<file path="config.mk">
export PLATFORM = sky130hd
export DESIGN_NAME = time_set_ctrl
export DESIGN_NICKNAME = d
export VERILOG_FILES = /design/src/rtl/time_set_ctrl.sv
export SDC_FILE = /design/constraint.sdc
export NUM_CORES = 1
export LEC_CHECK = 0
export BUFFER_PORTS_ARGS = -buffer_cell sky130_fd_sc_hd__buf_4
export CORE_UTILIZATION = 55
export DETAILED_ROUTE_END_ITERATION = 10
export GPL_ROUTABILITY_DRIVEN = 0
export MAX_ROUTING_LAYER = met4
export PLACE_DENSITY = 0.78
export REMOVE_ABC_BUFFERS = 1
export SKIP_LAST_GASP = 1
export SYNTH_ARGS = -nofsm -noshare
export SYNTH_HDL_FRONTEND = slang
export SYNTH_SLANG_ARGS = --single-unit
</file>
<file path="constraint.sdc">
create_clock -name clk -period 4.7 [get_ports clk]
set_input_delay 0.705 -clock clk [delete_from_list [all_inputs] [get_ports clk]]
set_output_delay 0.705 -clock clk [all_outputs]
set_load 0.02 [all_outputs]
</file>
<file path="src/rtl/time_set_ctrl.sv">
// Clock/time-of-day register set with a mode button that walks through the
// hour/minute/second edit fields. Editing supports single steps, auto-repeat and a tick-based timeout.
module time_set_ctrl #(
  parameter int HOLD_CYC      = 500,
  parameter int REP_CYC       = 100,  // must not exceed HOLD_CYC
  parameter int TIMEOUT_TICKS = 10
) (
  input  logic       clk,
  input  logic       rst,
  input  logic       tick,
  input  logic       btn_mode,
  input  logic       btn_inc,
  input  logic       btn_dec,
  output logic [6:0] h,
  output logic [6:0] m,
  output logic [6:0] s,
  output logic       editing,
  output logic [1:0] field
);

  typedef enum logic [1:0] {RUN = 2'd0, SET_H = 2'd1, SET_M = 2'd2, SET_S = 2'd3} state_t;

  localparam int HW = (HOLD_CYC > 1) ? $clog2(HOLD_CYC + 1) : 1;
  localparam int TW = (TIMEOUT_TICKS > 1) ? $clog2(TIMEOUT_TICKS + 1) : 1;
  localparam logic [HW-1:0] HOLD_MAX   = HW'(HOLD_CYC);
  localparam logic [HW-1:0] REP_RELOAD = HW'(HOLD_CYC - REP_CYC + 1);
  localparam logic [TW-1:0] TO_LAST    = TW'(TIMEOUT_TICKS - 1);

  state_t          r_state;
  logic            r_editing;
  logic [6:0]      r_h, r_m, r_s;
  logic [HW-1:0]   r_hold;
  logic [TW-1:0]   r_to;
  logic            r_prev_mode, r_prev_inc, r_prev_dec;
  logic            r_arm_mode, r_arm_inc, r_arm_dec;

  // A button held through reset stays disarmed until it has been seen released.
  logic w_edge_mode, w_edge_inc, w_edge_dec, w_single, w_rep, w_step, w_btn_evt;
  assign w_edge_mode = btn_mode & ~r_prev_mode & r_arm_mode;
  assign w_edge_inc  = btn_inc  & ~r_prev_inc  & r_arm_inc;
  assign w_edge_dec  = btn_dec  & ~r_prev_dec  & r_arm_dec;
  assign w_single    = btn_inc ^ btn_dec;
  assign w_rep       = w_single & ~w_edge_inc & ~w_edge_dec & (r_hold == HOLD_MAX);
  assign w_step      = w_single & (w_edge_inc | w_edge_dec | w_rep);
  assign w_btn_evt   = w_edge_inc | w_edge_dec | w_rep;

  function automatic logic [6:0] step_val(input logic [6:0] v, input logic [6:0] max_v,
                                          input logic up);
    if (up) return (v == max_v) ? 7'd0 : v + 7'd1;
    else    return (v == 7'd0) ? max_v : v - 7'd1;
  endfunction

  // NOTE: all state lives in one clocked block with non-blocking updates, so later
  // assignments in the same cycle (e.g. a timeout clearing r_hold) simply win.
  always_ff @(posedge clk) begin
    if (rst) begin
      r_state     <= RUN;
      r_editing   <= 1'b0;
      r_h         <= 7'd0;
      r_m         <= 7'd0;
      r_s         <= 7'd0;
      r_hold      <= '0;
      r_to        <= '0;
      r_prev_mode <= 1'b0;
      r_prev_inc  <= 1'b0;
      r_prev_dec  <= 1'b0;
      r_arm_mode  <= ~btn_mode;
      r_arm_inc   <= ~btn_inc;
      r_arm_dec   <= ~btn_dec;
    end else begin
      r_prev_mode <= btn_mode;
      r_prev_inc  <= btn_inc;
      r_prev_dec  <= btn_dec;
      r_arm_mode  <= r_arm_mode | ~btn_mode;
      r_arm_inc   <= r_arm_inc  | ~btn_inc;
      r_arm_dec   <= r_arm_dec  | ~btn_dec;

      if (r_state == RUN) begin
        r_hold <= '0;
        r_to   <= '0;
        if (w_edge_mode) begin
          r_state   <= SET_H;
          r_editing <= 1'b1;
        end else if (tick) begin
          if (r_s == 7'd59) begin
            r_s <= 7'd0;
            if (r_m == 7'd59) begin
              r_m <= 7'd0;
              r_h <= (r_h == 7'd23) ? 7'd0 : r_h + 7'd1;
            end else begin
              r_m <= r_m + 7'd1;
            end
          end else begin
            r_s <= r_s + 7'd1;
          end
        end
      end else if (w_edge_mode) begin
        r_hold <= '0;
        r_to   <= '0;
        case (r_state)
          SET_H:   r_state <= SET_M;
          SET_M:   r_state <= SET_S;
          default: begin
            r_state   <= RUN;
            r_editing <= 1'b0;
          end
        endcase
      end else begin
        // r_hold == 0 means no repeat run is active; a run only starts on a clean edge.
        if (!w_single)                    r_hold <= '0;
        else if (w_edge_inc | w_edge_dec) r_hold <= HW'(1);
        else if (r_hold == '0)            r_hold <= '0;
        else if (r_hold == HOLD_MAX)      r_hold <= REP_RELOAD;
        else                              r_hold <= r_hold + HW'(1);

        if (w_step) begin
          case (r_state)
            SET_H:   r_h <= step_val(r_h, 7'd23, btn_inc);
            SET_M:   r_m <= step_val(r_m, 7'd59, btn_inc);
            default: r_s <= step_val(r_s, 7'd59, btn_inc);
          endcase
        end

        if (w_btn_evt) begin
          r_to <= '0;
        end else if (tick) begin
          if (r_to == TO_LAST) begin
            r_state   <= RUN;
            r_editing <= 1'b0;
            r_hold    <= '0;
            r_to      <= '0;
          end else begin
            r_to <= r_to + TW'(1);
          end
        end
      end
    end
  end

  assign h       = r_h;
  assign m       = r_m;
  assign s       = r_s;
  assign editing = r_editing;
  assign field   = r_state;

endmodule

</file>
Yosys cells after proc, flatten, opt, wreduce, memory -nomap -nowiden
Cells that the tools add are included.
{ "totals": {"reg_bits": 43, "inputBits": 6, "output_inout_bits": 24, "elab_cells": 133} }
{ "op_classes": {"n_addsub": 8, "n_eq_ne": 14, "mux": 55, "bitwise_logic": 25, "reduce_logical": 18} }
{ "op_table": {"columns": ["operator", "count"], "rows": [
  ["2-to-1 mux 7 bit", 30],
  ["2-to-1 mux 9 bit", 7],
  ["adder 7 x 1 -> 7 bit (second input constant)", 3],
  ["zero test 7 bit", 3],
  ["subtractor 7 x 1 -> 7 bit (second input constant)", 3],
  ["equality test 7 x 6 -> 1 bit (second input constant)", 2],
  ["2-to-1 mux 2 bit", 6],
  ["AND 1 bit", 10],
  ["2-to-1 mux 1 bit", 10],
  ["AND reduction 5 bit", 2],
  ["nonzero test 2 bit", 5],
  ["adder 9 x 1 -> 9 bit (second input constant)", 1],
  ["equality test 9 bit (second input constant)", 1],
  ["zero test 9 bit", 1],
  ["inverter 1 bit", 9],
  ["AND reduction 4 bit", 2],
  ["equality test 7 x 5 -> 1 bit (second input constant)", 1],
  ["!= test 2 x 1 -> 1 bit (second input constant)", 3],
  ["!= test 2 bit (second input constant)", 3],
  ["AND reduction 6 bit", 1],
  ["OR 1 bit", 5],
  ["adder 4 x 1 -> 4 bit (second input constant)", 1],
  ["equality test 4 bit (second input constant)", 1],
  ["2-to-1 mux 4 bit", 1],
  ["9 further kinds", 9]
]} }

Longest topological paths before layout
Gate-level depths: netlist of run 1.
{ "depth": {"word_depth": 12, "mapped_depth": 8, "mapped_depth_nobuf": 7} }

Worst setup path before layout of run 1
OpenSTA, ideal clock, no wires.
{ "synth_timing": {"path_type": "input port to flip-flop", "start": "input port btn_mode", "end": "register r_h[2] (netlist: h[2])", "setup_ns": 0.121, "t_arrival_ns": 2.185, "t_required_ns": 4.579, "slack_ns": 2.394, "path_stages": 6, "path_buffers": 1, "cell_sequence": "and3b_1 -> clkbuf_1 -> nor4_4 -> nand2_1 -> a22oi_1 -> mux2_2"} }
{ "synth_between": {"elab_chain_cells": 4} }
{ "synth_lines": {"columns": ["item", "line", "rtl"], "rows": [
  ["start, declared", "11", "input logic btn_mode,"],
  ["AND 1 bit (2 in a row)", "39", "assign w_edge_mode = btn_mode & ~r_prev_mode & r_arm_mode;"],
  ["inverter 1 bit (no line)", null, null],
  ["AND reduction 6 bit (no line)", null, null],
  ["end signal, assigned", "89", "r_h <= (r_h == 7'd23) ? 7'd0 : r_h + 7'd1;"],
  ["end signal, assigned", "118", "SET_H: r_h <= step_val(r_h, 7'd23, btn_inc);"],
  ["end, declared", "31", "logic [6:0] r_h, r_m, r_s;"]
]} }
No other way between the ends.
A chain may end at the register's enable or synchronous reset.

Worst setup path in the final report of run 1
{ "layout_timing": {"start": "register r_state[0] (netlist: field[0])", "end": "register r_h[3] (netlist: h[3])"} }
{ "layout_between": {"elab_chain_cells": 3, "elab_cells_between_ends": 9, "cone_classes": "4 x eq/ne; 1 x mux; 4 x reduce/logical"} }
{ "layout_lines": {"columns": ["item", "line", "rtl"], "rows": [
  ["start, declared", "29", "state_t r_state;"],
  ["start signal, assigned", "57", "r_state <= RUN;"],
  ["start signal, assigned", "82", "r_state <= SET_H;"],
  ["start signal, assigned", "101", "SET_H: r_state <= SET_M;"],
  ["zero test 2 bit / equality test 2 x 1 -> 1 bit (equally long branches)", "78, 117", null],
  ["!= test 2 x 1 -> 1 bit (no line), or another cell as far along", null, null],
  ["AND reduction 6 bit (no line)", null, null]
]} }
Parallel ways exist; a longest one is shown, timed or not.

==> results of run 1 <==
==> through the flow <==
step / cell area, um^2 / hold WS (ns) / power (W) / utilization (%)
6_report: 3160 / 0.477 / 0.000806 / 65.6
5_1_grt: 3160 / 0.511 / 0.000838 / 65.6
4_1_cts: 3160 / 0.481 / 0.000809 / 65.6
3_5_place_dp: 3040 / 0.463 / 0.000506 / 63.1
3_3_place_gp: 3040 / 0.458 / 0.000504 / 63.1
2_1_floorplan: 2730 / 0.441 / 0.000468 / -
==> kinds of logic after synthesis <==
group	Yosys count
XOR/XNOR	13
buffers and inverters	39
AO/OA/AOI/OAI	102
adder cells (fa/ha/maj)	12
AND/OR/NAND/NOR	146
multiplexers	1
flip-flops	43
==> layout make-up <==
type	instances	area share, %
multi-input combinational	274	56.4
sequential	43	27.2
timing repair buffer	30	7.13
inverter	24	2.85
tap	67	2.65
clock buffer	6	2.61
clock inverter	2	1.11
==> power by group through the flow <==
stage / Sequential (W) / Combinational [W] / Clock [W]
after floorplan: 0.000398 / 0.0000704 / 0
after global placement: 0.000393 / 0.000111 / 0
after detailed placement: 0.000394 / 0.000112 / 0
after CTS: 0.000385 / 0.000113 / 0.000310
after global routing: 0.000387 / 0.000126 / 0.000325
final: 0.000386 / 0.000114 / 0.000306
==> critical path, delay by kind of cell (launching register included) <==
family,cells,cell delay (ns)
adders and majority gates,1,0.52
AOI/OAI and AO/OA,3,0.86
DFF,1,0.34
and+or+nand+nor,2,0.68
buffers and inverters,1,0.12
==> sequential cells by signal, summed over array words and instances, names as in the netlist <==
| signal | flops |
|---|---|
| r_prev_mode | 1 |
| r_arm_inc | 1 |
| r_to | 4 |
| r_prev_dec | 1 |
| h | 7 |
| s | 7 |
| r_prev_inc | 1 |
| r_arm_dec | 1 |
| r_hold | 9 |
| m | 7 |
| r_arm_mode | 1 |
| field | 2 |
| editing | 1 |
==> cell usage in the layout, fill, tap and decap left out, types with 3 or more instances in the layout <==
cell type,netlist,layout
a22oi_1,4,4
xor2_1,4,4
o22ai_1,5,5
nand3b_1,4,4
ha_1,12,12
a221oi_1,10,10
nor3_1,18,18
a211oi_1,6,6
and2_1,3,3
nor4_1,3,3
a31oi_1,3,3
nand2_1,27,27
nor3b_1,4,4
nor2_1,36,36
nand4_1,6,6
dfxtp_1,43,43
o221a_2,3,3
nor4b_1,5,5
xnor2_1,9,9
o21ai_0,31,31
nand3_1,15,15
inv_1,24,24
o31ai_1,3,3
and3_1,4,4
a21oi_1,13,13
nor2b_1,8,8
buf_4,0,30
o2111ai_1,5,5
clkbuf_8,0,6
==> layer usage <==
metal	wire, um	track usage, %	vias up	part of all wire (%)
met5	0	-	-	0
met4	150	12.2	0	2.2
met3	416	5.35	24	6.0
met2	3250	42.8	101	47
met1	3110	34.0	1313	45
li1	-	-	1367	-
==> worst paths after layout <==
| check | to | slack, ns | cells past startpoint |
|---|---|---|---|
| min reg2reg | r_arm_inc$_DFF_P_ | 0.48 | 2 |
| max reg2reg | h[3]$_SDFFE_PP0P_ | 2.13 | 7 |
| max | h[3]$_SDFFE_PP0P_ | 2.13 | 7 |
| min | r_arm_inc$_DFF_P_ | 0.48 | 2 |
==> summary.txt, run 1 <==
status: complete, no violations
gr ovfl total: 0
Rows: 25
# Post-CTS Setup Buffers: 0
setup violators final: 0
origin of the worst setup path: field[0]$_SDFFE_PP0P_
Starting Density: 58.3%
DR iter-0 viols: 217
Main synth FF type: dfxtp_1
PD cells: 255 nW/um^2
switching pwr: 0.000218 W
initial antenna violation count: 0
FF/Latch Area: 861 um^2
via count: 2805
xor and xnor area share after synthesis: 4.06%
Worst Hold Launch: r_arm_inc$_DFF_P_
P_leak: 1.11 nW
measured slew at the worst slew-check pin: 0.639 ns
final cycle utilization of the critical path: 54.7%
post-synth top area cell: dfxtp_1
syn avg cell area: 7.88 um^2
internal power: 0.000588 W
Multi-input gate area: 1780 um^2
Die Span Y: 73.4 um
list of most frequent post-synthesis cells: 43 x dfxtp_1, 36 x nor2_1, 31 x o21ai_0
worst setup margin: 2.13 ns
CP Capture Type: flip-flop
first-pass GRT wire length: 11300 um
core area: 4820 um^2
non-filler cells, final: 446
Clock Tree Buf Depth: 2
antenna violation net count after detailed routing: 0
Initial DRT Pass Iterations: 5
IO Count: 30
CTS sink cnt: 43
most numerous cell in the Yosys netlist: dfxtp_1
Cell Area, Synth: 2810 um^2
Die ar.: 5390 um^2
Port Buffers: 29
Logic pwr share: 14.2%
Seq/Total Area, Yosys: 30.7%
Slowest-stage cell, CP: ha_1
Arr. time, crit path: 2.82 ns
Slew Viols, Final: 0
post-synthesis compound-gate area fraction: 25.8%
Antenna diodes: 0
clk_lat worst skew: 0.30 ns
top post-synthesis cells by area: dfxtp_1 31%, o21ai_0 5.5%, ha_1 5.3%
largest family of logic cells by synthesized area: simple AND/OR/NAND/NOR gates
Post-synth ARST share: 0%
Clk pwr share: 37.9%
Netlist cell types: 59
Sw Ratio: 27.0%
# fillers: 438
total track usage: 27.3%
Gate Count Post-Synth: 356
FF-to-FF Start: field[0]$_SDFFE_PP0P_
CP Cell Sequence: inv_1, ha_1, or2_2, nand3_1, o311a_1, a2111oi_0, a31o_1
clk_skew: 0.00906 ns
Worst setup SP type: flip-flop
Placement Setup Slack: 2.10 ns
Die W: 73.4 um
final wirelength: 6920 um
Worst Path Max Fanout: 19
number of buffers created by CTS: 5
Vias/cell: 6.29
drt drc: 0
proportion of netlist area held by the largest area contributor: 30.7%
multiplexer share of the synthesized area: 0.401%
Hold Crit Class: reg -> reg
Worst Path Required: 4.95 ns
Rel. slew slack: 56.8%
Crit path largest cell delay: 0.52 ns
nets@finish: 396
Post-CTS Hold Fix Bufs: 0
Crit Path Category: reg -> reg
Final Hold Vio Count: 0
flop and latch count out of synthesis: 43
vias in the first global route: 2503
Max Cap Viol: 0
YS warnings: 0
Synth Area in Simple Gates: 27.9%
CTS HTree Levels: 2
Post-synth EDFFs: 0
setup tns final: 0 ns
Root Driver: clkbuf_8
TritonCTS clock tree: done
Tmin final: 2.57 ns
Syn-to-layout area delta: 12.6%
largest net degree at the start of global routing: 32
Worst-path clk slew: 0.09 ns
Max VDD drop: 0.154 mV
Placed Cells: 438
HPWL after DPL: 4870 um
highest clock rate: 389 MHz
Post-Synth Adder-Cell Area: 5.35%
Resized Gates After CTS: 0
share of post-route cells with drive strength above 1: 13.5%
Wirelength per Cell: 15.5 um
RSZ-0062 raised after global routing: false
sequential share of power: 47.9%
No activity file was read; power rests on OpenSTA's default activity.
==> inputs of run 2 (changes only) <==
- CORE_UTILIZATION: 55 -> 53
- PLACE_DENSITY: 0.78 -> 0.79
- clock period: 4.7 -> 2.15 ns (I/O delays scaled with it)
==> summary.txt, run 2 (synthesized netlist as in run 1, its figures left out) <==
number of buffers created by CTS: 5 (unchanged)
Worst Path Max Fanout: 5 (was 19)
Die ar.: 5590 um^2 (was 5390 um^2)
setup tns final: 0 ns (unchanged)
max FFs per register: 9 (unchanged)
Hold Path Depth: 2 (unchanged)
CP Cell Sequence: ha_1, or4bb_1, nor2_2, nand2_1, a22oi_1, mux2_2 (was inv_1, ha_1, or2_2, nand3_1, o311a_1, a2111oi_0, a31o_1)
reg-to-reg slack, setup: 0.05 ns (was 2.13 ns)
Reg2Reg Depth: 6 (was 7)
clk_skew: 0.00681 ns (was 0.00906 ns)
DR iter-0 viols: 161 (was 217)
HPWL after DPL: 5470 um (was 4870 um)
Root Driver: clkbuf_8 (unchanged)
switching pwr: 0.000486 W (was 0.000218 W)
via count: 2920 (was 2805)
Rel. slew slack: 45.2% (was 56.8%)
Worst Hold Launch: btn_mode (was r_arm_inc$_DFF_P_)
total track usage: 28.9% (was 27.3%)
Arr. time, crit path: 2.30 ns (was 2.82 ns)
CTS HTree Levels: 2 (unchanged)
highest metal used: met4 (unchanged)
RSZ-0062 raised after global routing: true (was false)
core area: 5110 um^2 (was 4820 um^2)
nets@finish: 432 (was 396)
Rows: 26 (was 25)
most frequent cells in the layout: 63 x buf_4, 39 x dfxtp_1, 35 x nor2_1 (was 43 x dfxtp_1, 36 x nor2_1, 31 x o21ai_0)
initial antenna violation count: 0 (unchanged)
antenna violation net count after detailed routing: 0 (unchanged)
measured slew at the worst slew-check pin: 0.816 ns (was 0.639 ns)
IO Count: 30 (unchanged)
# fillers: 461 (was 438)
Design Power: 0.00165 W (was 0.000806 W)
CTS sink cnt: 43 (unchanged)
WL met2: 3620 um (was 3250 um)
Clock Tree Buf Depth: 2 (unchanged)
P_leak: 1.31 nW (was 1.11 nW)
Port Buffers: 29 (unchanged)
clk_lat worst skew: 0.30 ns (about the same)
TritonCTS clock tree: done (unchanged)
drt drc: 0 (unchanged)
Die Span Y: 74.8 um (was 73.4 um)
sequential share of power: 50.1% (was 47.9%)
PD cells: 473 nW/um^2 (was 255 nW/um^2)
Worst Path Required: 2.35 ns (was 4.95 ns)
final wirelength: 7640 um (was 6920 um)
Vias/cell: 6.02 (was 6.29)
Max VDD drop: 0.328 mV (was 0.154 mV)
Crit path largest cell delay: 0.55 ns (was 0.52 ns)
Hold Crit Class: in -> reg (was reg -> reg)
Slew Viols, Final: 0 (unchanged)
Wirelength per Cell: 15.8 um (was 15.5 um)
Initial DRT Pass Iterations: 4 (was 5)
Syn-to-layout area delta: 24.3% (was 12.6%)
Fin Hold WS: 0.225 ns (was 0.477 ns)
highest clock rate: 476 MHz (was 389 MHz)
CP Capture Type: flip-flop (unchanged)
WL met3: 426 um (was 416 um)
Worst setup SP type: flip-flop (unchanged)
M1 WL: 3470 um (was 3110 um)
Clk pwr share: 31.2% (was 37.9%)
worst setup margin: 0.0502 ns (was 2.13 ns)
Logic pwr share: 18.8% (was 14.2%)
Starting Density: 54.9% (was 58.3%)
setup violators final: 0 (unchanged)
Die W: 74.8 um (was 73.4 um)
Slowest-stage cell, CP: or4bb_1 (was ha_1)
Final Hold Vio Count: 0 (unchanged)
internal power: 0.00117 W (was 0.000588 W)
FF-to-FF Start: m[0]$_SDFFE_PP0P_ (was field[0]$_SDFFE_PP0P_)
first-pass GRT wire length: 12000 um (was 11300 um)
share of post-route cells with drive strength above 1: 24.1% (was 13.5%)
Sw Ratio: 29.4% (was 27.0%)
Crit Path Category: reg -> reg (unchanged)
most common cell after layout, fill and taps aside: buf_4 (was dfxtp_1)
Worst Hold Path EP: r_arm_mode$_DFF_P_ (was r_arm_inc$_DFF_P_)
Worst-path clk slew: 0.08 ns (was 0.09 ns)
Multi-input gate area: 1840 um^2 (was 1780 um^2)
RR Endpoint: h[2]$_SDFFE_PP0P_ (was h[3]$_SDFFE_PP0P_)
Post-CTS Hold Fix Bufs: 0 (unchanged)
final cycle utilization of the critical path: 97.7% (was 54.7%)
FF/Latch Area: 868 um^2 (was 861 um^2)
status: complete, no violations (unchanged)
gr ovfl total: 0 (unchanged)
vias in the first global route: 2615 (was 2503)
Placement Setup Slack: -0.00804 ns (was 2.10 ns)
Reg with most FFs: r_hold (unchanged)
Antenna diodes: 0 (unchanged)
Tmin final: 2.10 ns (was 2.57 ns)
largest net degree at the start of global routing: 32 (unchanged)
Max Cap Viol: 0 (unchanged)
==> run 2: cell count changes in the layout (fill, tap and decap cells not counted), sizes merged <==
cell,before,now
buf,30,66
bufinv,1,0
clkinvlp,0,1
==> run 2: power groups by stage <==
| stage | clock network, W | registers [W] | logic [W] |
|---|---|---|---|
| final | 0.000515 | 0.000827 | 0.000310 |
| after global routing | 0.000549 | 0.000829 | 0.000341 |
| after CTS | 0.000521 | 0.000828 | 0.000295 |
| after detailed placement | 0 | 0.000846 | 0.000294 |
| after global placement | 0 | 0.000846 | 0.000288 |
| after floorplan | 0 | 0.000869 | 0.000154 |
==> run 2: critical path, delay by kind of cell (launching register included) <==
kind                     cells  cell delay, ns
AND/OR/NAND/NOR              3            0.87
multiplexers                 1            0.35
flip-flops                   1            0.34
adder cells (fa/ha/maj)      1            0.18
AO/OA/AOI/OAI                1            0.25
==> run 2: layout make-up <==
type | count | share of cell area, %
Timing Repair Buffer | 66 | 14.8
Clock buffer | 6 | 2.08
Multi-Input combinational cell | 274 | 52.8
Clock inverter | 2 | 0.359
Tap cell | 70 | 2.51
Sequential cell | 43 | 24.9
Inverter | 24 | 2.58
==> run 2: what timing repair did <==
item,CTS,global route
gates resized for setup,1,22
hold endpoints to repair,0,0
endpoints found under the setup margin,1,24
pin swaps,0,6
setup buffers,0,3
==> run 2: worst max-delay path by stage <==
stage | end | from | depth (start not counted) | slack (ns)
2_1_floorplan | s[6]$_SDFFE_PP0P_ | field[0]$_SDFFE_PP0P_ | 7 | -0.45
3_3_place_gp | h[2]$_SDFFE_PP0P_ | m[0]$_SDFFE_PP0P_ | 6 | 0.08
3_5_place_dp | h[2]$_SDFFE_PP0P_ | r_hold[5]$_SDFF_PP0_ | 5 | -0.008
4_1_cts | r_hold[3]$_SDFF_PP0_ | r_hold[5]$_SDFF_PP0_ | 6 | 0.02
5_1_grt | h[2]$_SDFFE_PP0P_ | field[0]$_SDFFE_PP0P_ | 7 | -0.05
6_report | h[2]$_SDFFE_PP0P_ | m[0]$_SDFFE_PP0P_ | 6 | 0.05
==> run 2: routing by layer <==
layer | vias to the layer above | GRT usage [%]
met5 | - | -
met4 | 0 | 9.64
met3 | 14 | 4.28
met2 | 112 | 46.8
met1 | 1348 | 36.7
li1 | 1446 | -
==> run 2: through the flow <==
step                area, um^2  utilization [%]  std cells
finish                    3490             68.3        485
global route              3490             68.3        485
CTS                       3400             66.5        482
detailed placement        3310             64.7        474
global placement          3310             64.7        474
floorplan                 2730                -        341
==> inputs of run 3 (changes only) <==
- CORE_ASPECT_RATIO: default -> 0.9
- PLACE_DENSITY: 0.79 -> default
- PLACE_DENSITY_LB_ADDON: default -> 0.15
==> summary.txt, run 3 (synthesized netlist as in run 1, its figures left out) <==
via count: 2939 (was 2920)
cell area after layout: 3480 um^2 (was 3490 um^2)
utilization after layout: 70.2% (was 68.3%)
final wirelength: 7540 um (was 7640 um)
Arr. time, crit path: 2.28 ns (was 2.30 ns)
Tmin final: 2.11 ns (was 2.10 ns)
core area: 4950 um^2 (was 5110 um^2)
final cycle utilization of the critical path: 98.4% (was 97.7%)
Syn-to-layout area delta: 23.9% (was 24.3%)
share of post-route cells with drive strength above 1: 23.4% (was 24.1%)
Clock Tree Buf Depth: 2 (unchanged)
measured slew at the worst slew-check pin: 0.854 ns (was 0.816 ns)
Rel. slew slack: 42.7% (was 45.2%)
Max VDD drop: 0.373 mV (was 0.328 mV)
Worst Path Max Fanout: 6 (was 5)
highest clock rate: 473 MHz (was 476 MHz)
Crit Path Category: reg -> reg (unchanged)
setup violators final: 0 (unchanged)
Reg with most FFs: r_hold (unchanged)
vias in the first global route: 2738 (was 2615)
DR iter-0 viols: 308 (was 161)
Reg2Reg Depth: 7 (was 6)
P_leak: 1.29 nW (was 1.31 nW)
TritonCTS clock tree: done (unchanged)
Slew Viols, Final: 0 (unchanged)
CTS HTree Levels: 2 (unchanged)
Rows: 24 (was 26)
Area after DPL: 3240 um^2 (was 3310 um^2)
Worst-path clk slew: 0.08 ns (about the same)
Vias/cell: 6.19 (was 6.02)
Fin Hold WS: 0.227 ns (was 0.225 ns)
status: complete, no violations (unchanged)
Worst Path Required: 2.32 ns (was 2.35 ns)
gr ovfl total: 0 (unchanged)
Worst setup SP type: flip-flop (unchanged)
CP Capture Type: flip-flop (unchanged)
total track usage: 27.9% (was 28.9%)
Antenna diodes: 0 (unchanged)
CTS sink cnt: 43 (unchanged)
FF-to-FF Start: field[0]$_SDFFE_PP0P_ (was m[0]$_SDFFE_PP0P_)
Port Buffers: 29 (unchanged)
Placed Cells: 463 (was 474)
RSZ-0062 raised after global routing: true (unchanged)
clk_lat worst skew: 0.30 ns (about the same)
Post-CTS Hold Fix Bufs: 0 (unchanged)
drt drc: 0 (unchanged)
Die Span Y: 71.0 um (was 74.8 um)
clk_skew: 0.00521 ns (was 0.00681 ns)
Wirelength per Cell: 15.9 um (was 15.8 um)
initial antenna violation count: 0 (unchanged)
number of buffers created by CTS: 5 (unchanged)
Initial DRT Pass Iterations: 6 (was 4)
CP Capture Point: m[6]$_SDFFE_PP0P_ (was h[2]$_SDFFE_PP0P_)
most common cell after layout, fill and taps aside: buf_4 (unchanged)
non-filler cells, final: 475 (was 485)
first-pass GRT wire length: 12200 um (was 12000 um)
max FFs per register: 9 (unchanged)
largest net degree at the start of global routing: 20 (was 32)
Die W: 78.7 um (was 74.8 um)
origin of the worst setup path: field[0]$_SDFFE_PP0P_ (was m[0]$_SDFFE_PP0P_)
most frequent cells in the layout: 60 x buf_4, 40 x dfxtp_1, 35 x nor2_1 (was 63 x buf_4, 39 x dfxtp_1, 35 x nor2_1)
antenna violation net count after detailed routing: 0 (unchanged)
Hold Crit Class: in -> reg (unchanged)
HPWL after DPL: 5360 um (was 5470 um)
Root Driver: clkbuf_8 (unchanged)
reg-to-reg slack, setup: 0.04 ns (was 0.05 ns)
Starting Density: 56.6% (was 54.9%)
Die ar.: 5590 um^2 (about the same)
nets@finish: 427 (was 432)
Max Cap Viol: 0 (unchanged)
PD cells: 545 nW/um^2 (was 473 nW/um^2)
Final Hold Vio Count: 0 (unchanged)
IO Count: 30 (unchanged)
RR Endpoint: m[6]$_SDFFE_PP0P_ (was h[2]$_SDFFE_PP0P_)
Worst Hold Launch: btn_mode (unchanged)
[run 3: cell count changes in the layout (fill, tap and decap cells not counted), sizes merged]
cell      before  now
buf           66   61
bufinv         0    2
clkinv         1    0
clkinvlp       1    0
[run 3: timing repair]
action / 4_1_cts / 5_1_grt
setup endpoints to repair: 1 / 21
endpoints found under the hold margin: 0 / 0
gates resized for setup: 1 / 19
pin swaps: 0 / 7
setup buffers: 0 / 4
[run 3: final cells by class]
class,instances,area [um^2]
tap,65,81.3
clock inverter,2,60.1
inverter,24,90.1
sequential,43,865
timing repair buffer,61,462
clock buffer,6,72.6
multi-input combinational,274,1850
fill,440,1480
[run 3: critical path, cell delays in order (launching register included)]
cell and delay [ns]:
dfxtp_1 0.34, inv_1 0.07, ha_1 0.21, buf_4 0.16, or3b_2 0.52, or4_1 0.41
a22oi_1 0.15, o311ai_0 0.12
[run 3: how the worst min path moves through the flow]
| stage | to | depth (start not counted) | slack (ns) |
|---|---|---|---|
| floorplan | editing$_SDFFE_PP0P_ | 1 | 0.39 |
| global placement | r_arm_dec$_DFF_P_ | 2 | 0.46 |
| detailed placement | r_arm_dec$_DFF_P_ | 2 | 0.47 |
| CTS | r_arm_mode$_DFF_P_ | 2 | 0.22 |
| global route | r_arm_dec$_DFF_P_ | 2 | 0.24 |
| finish | r_arm_mode$_DFF_P_ | 2 | 0.23 |
[run 3: power by group]
group	internal (W)	total [W]	switching, W	leakage, nW
logic	0.000121	0.000309	0.000188	0.878
clock network	0.000465	0.000757	0.000292	0.0654
registers	0.000816	0.000828	0.0000124	0.351
[run 3: per-layer routing]
metal / share of wire, % / wire length, um / track usage (%) / vias up
li1: - / - / - / 1432
met1: 45 / 3370 / 36.4 / 1357
met5: 0 / 0 / - / -
met3: 7.0 / 524 / 4.77 / 21
met4: 2.0 / 148 / 11.1 / 0
met2: 46 / 3500 / 42.8 / 129
[run 3: per-stage QoR]
step / setup TNS [ns] / total power [W] / setup WS [ns]
3_3_place_gp: 0 / 0.00113 / 0.109
4_1_cts: 0 / 0.00189 / 0.0463
5_1_grt: -0.214 / 0.00195 / -0.0572
2_1_floorplan: -3.15 / 0.00102 / -0.446
6_report: 0 / 0.00189 / 0.0355
3_5_place_dp: -0.0208 / 0.00114 / -0.0208
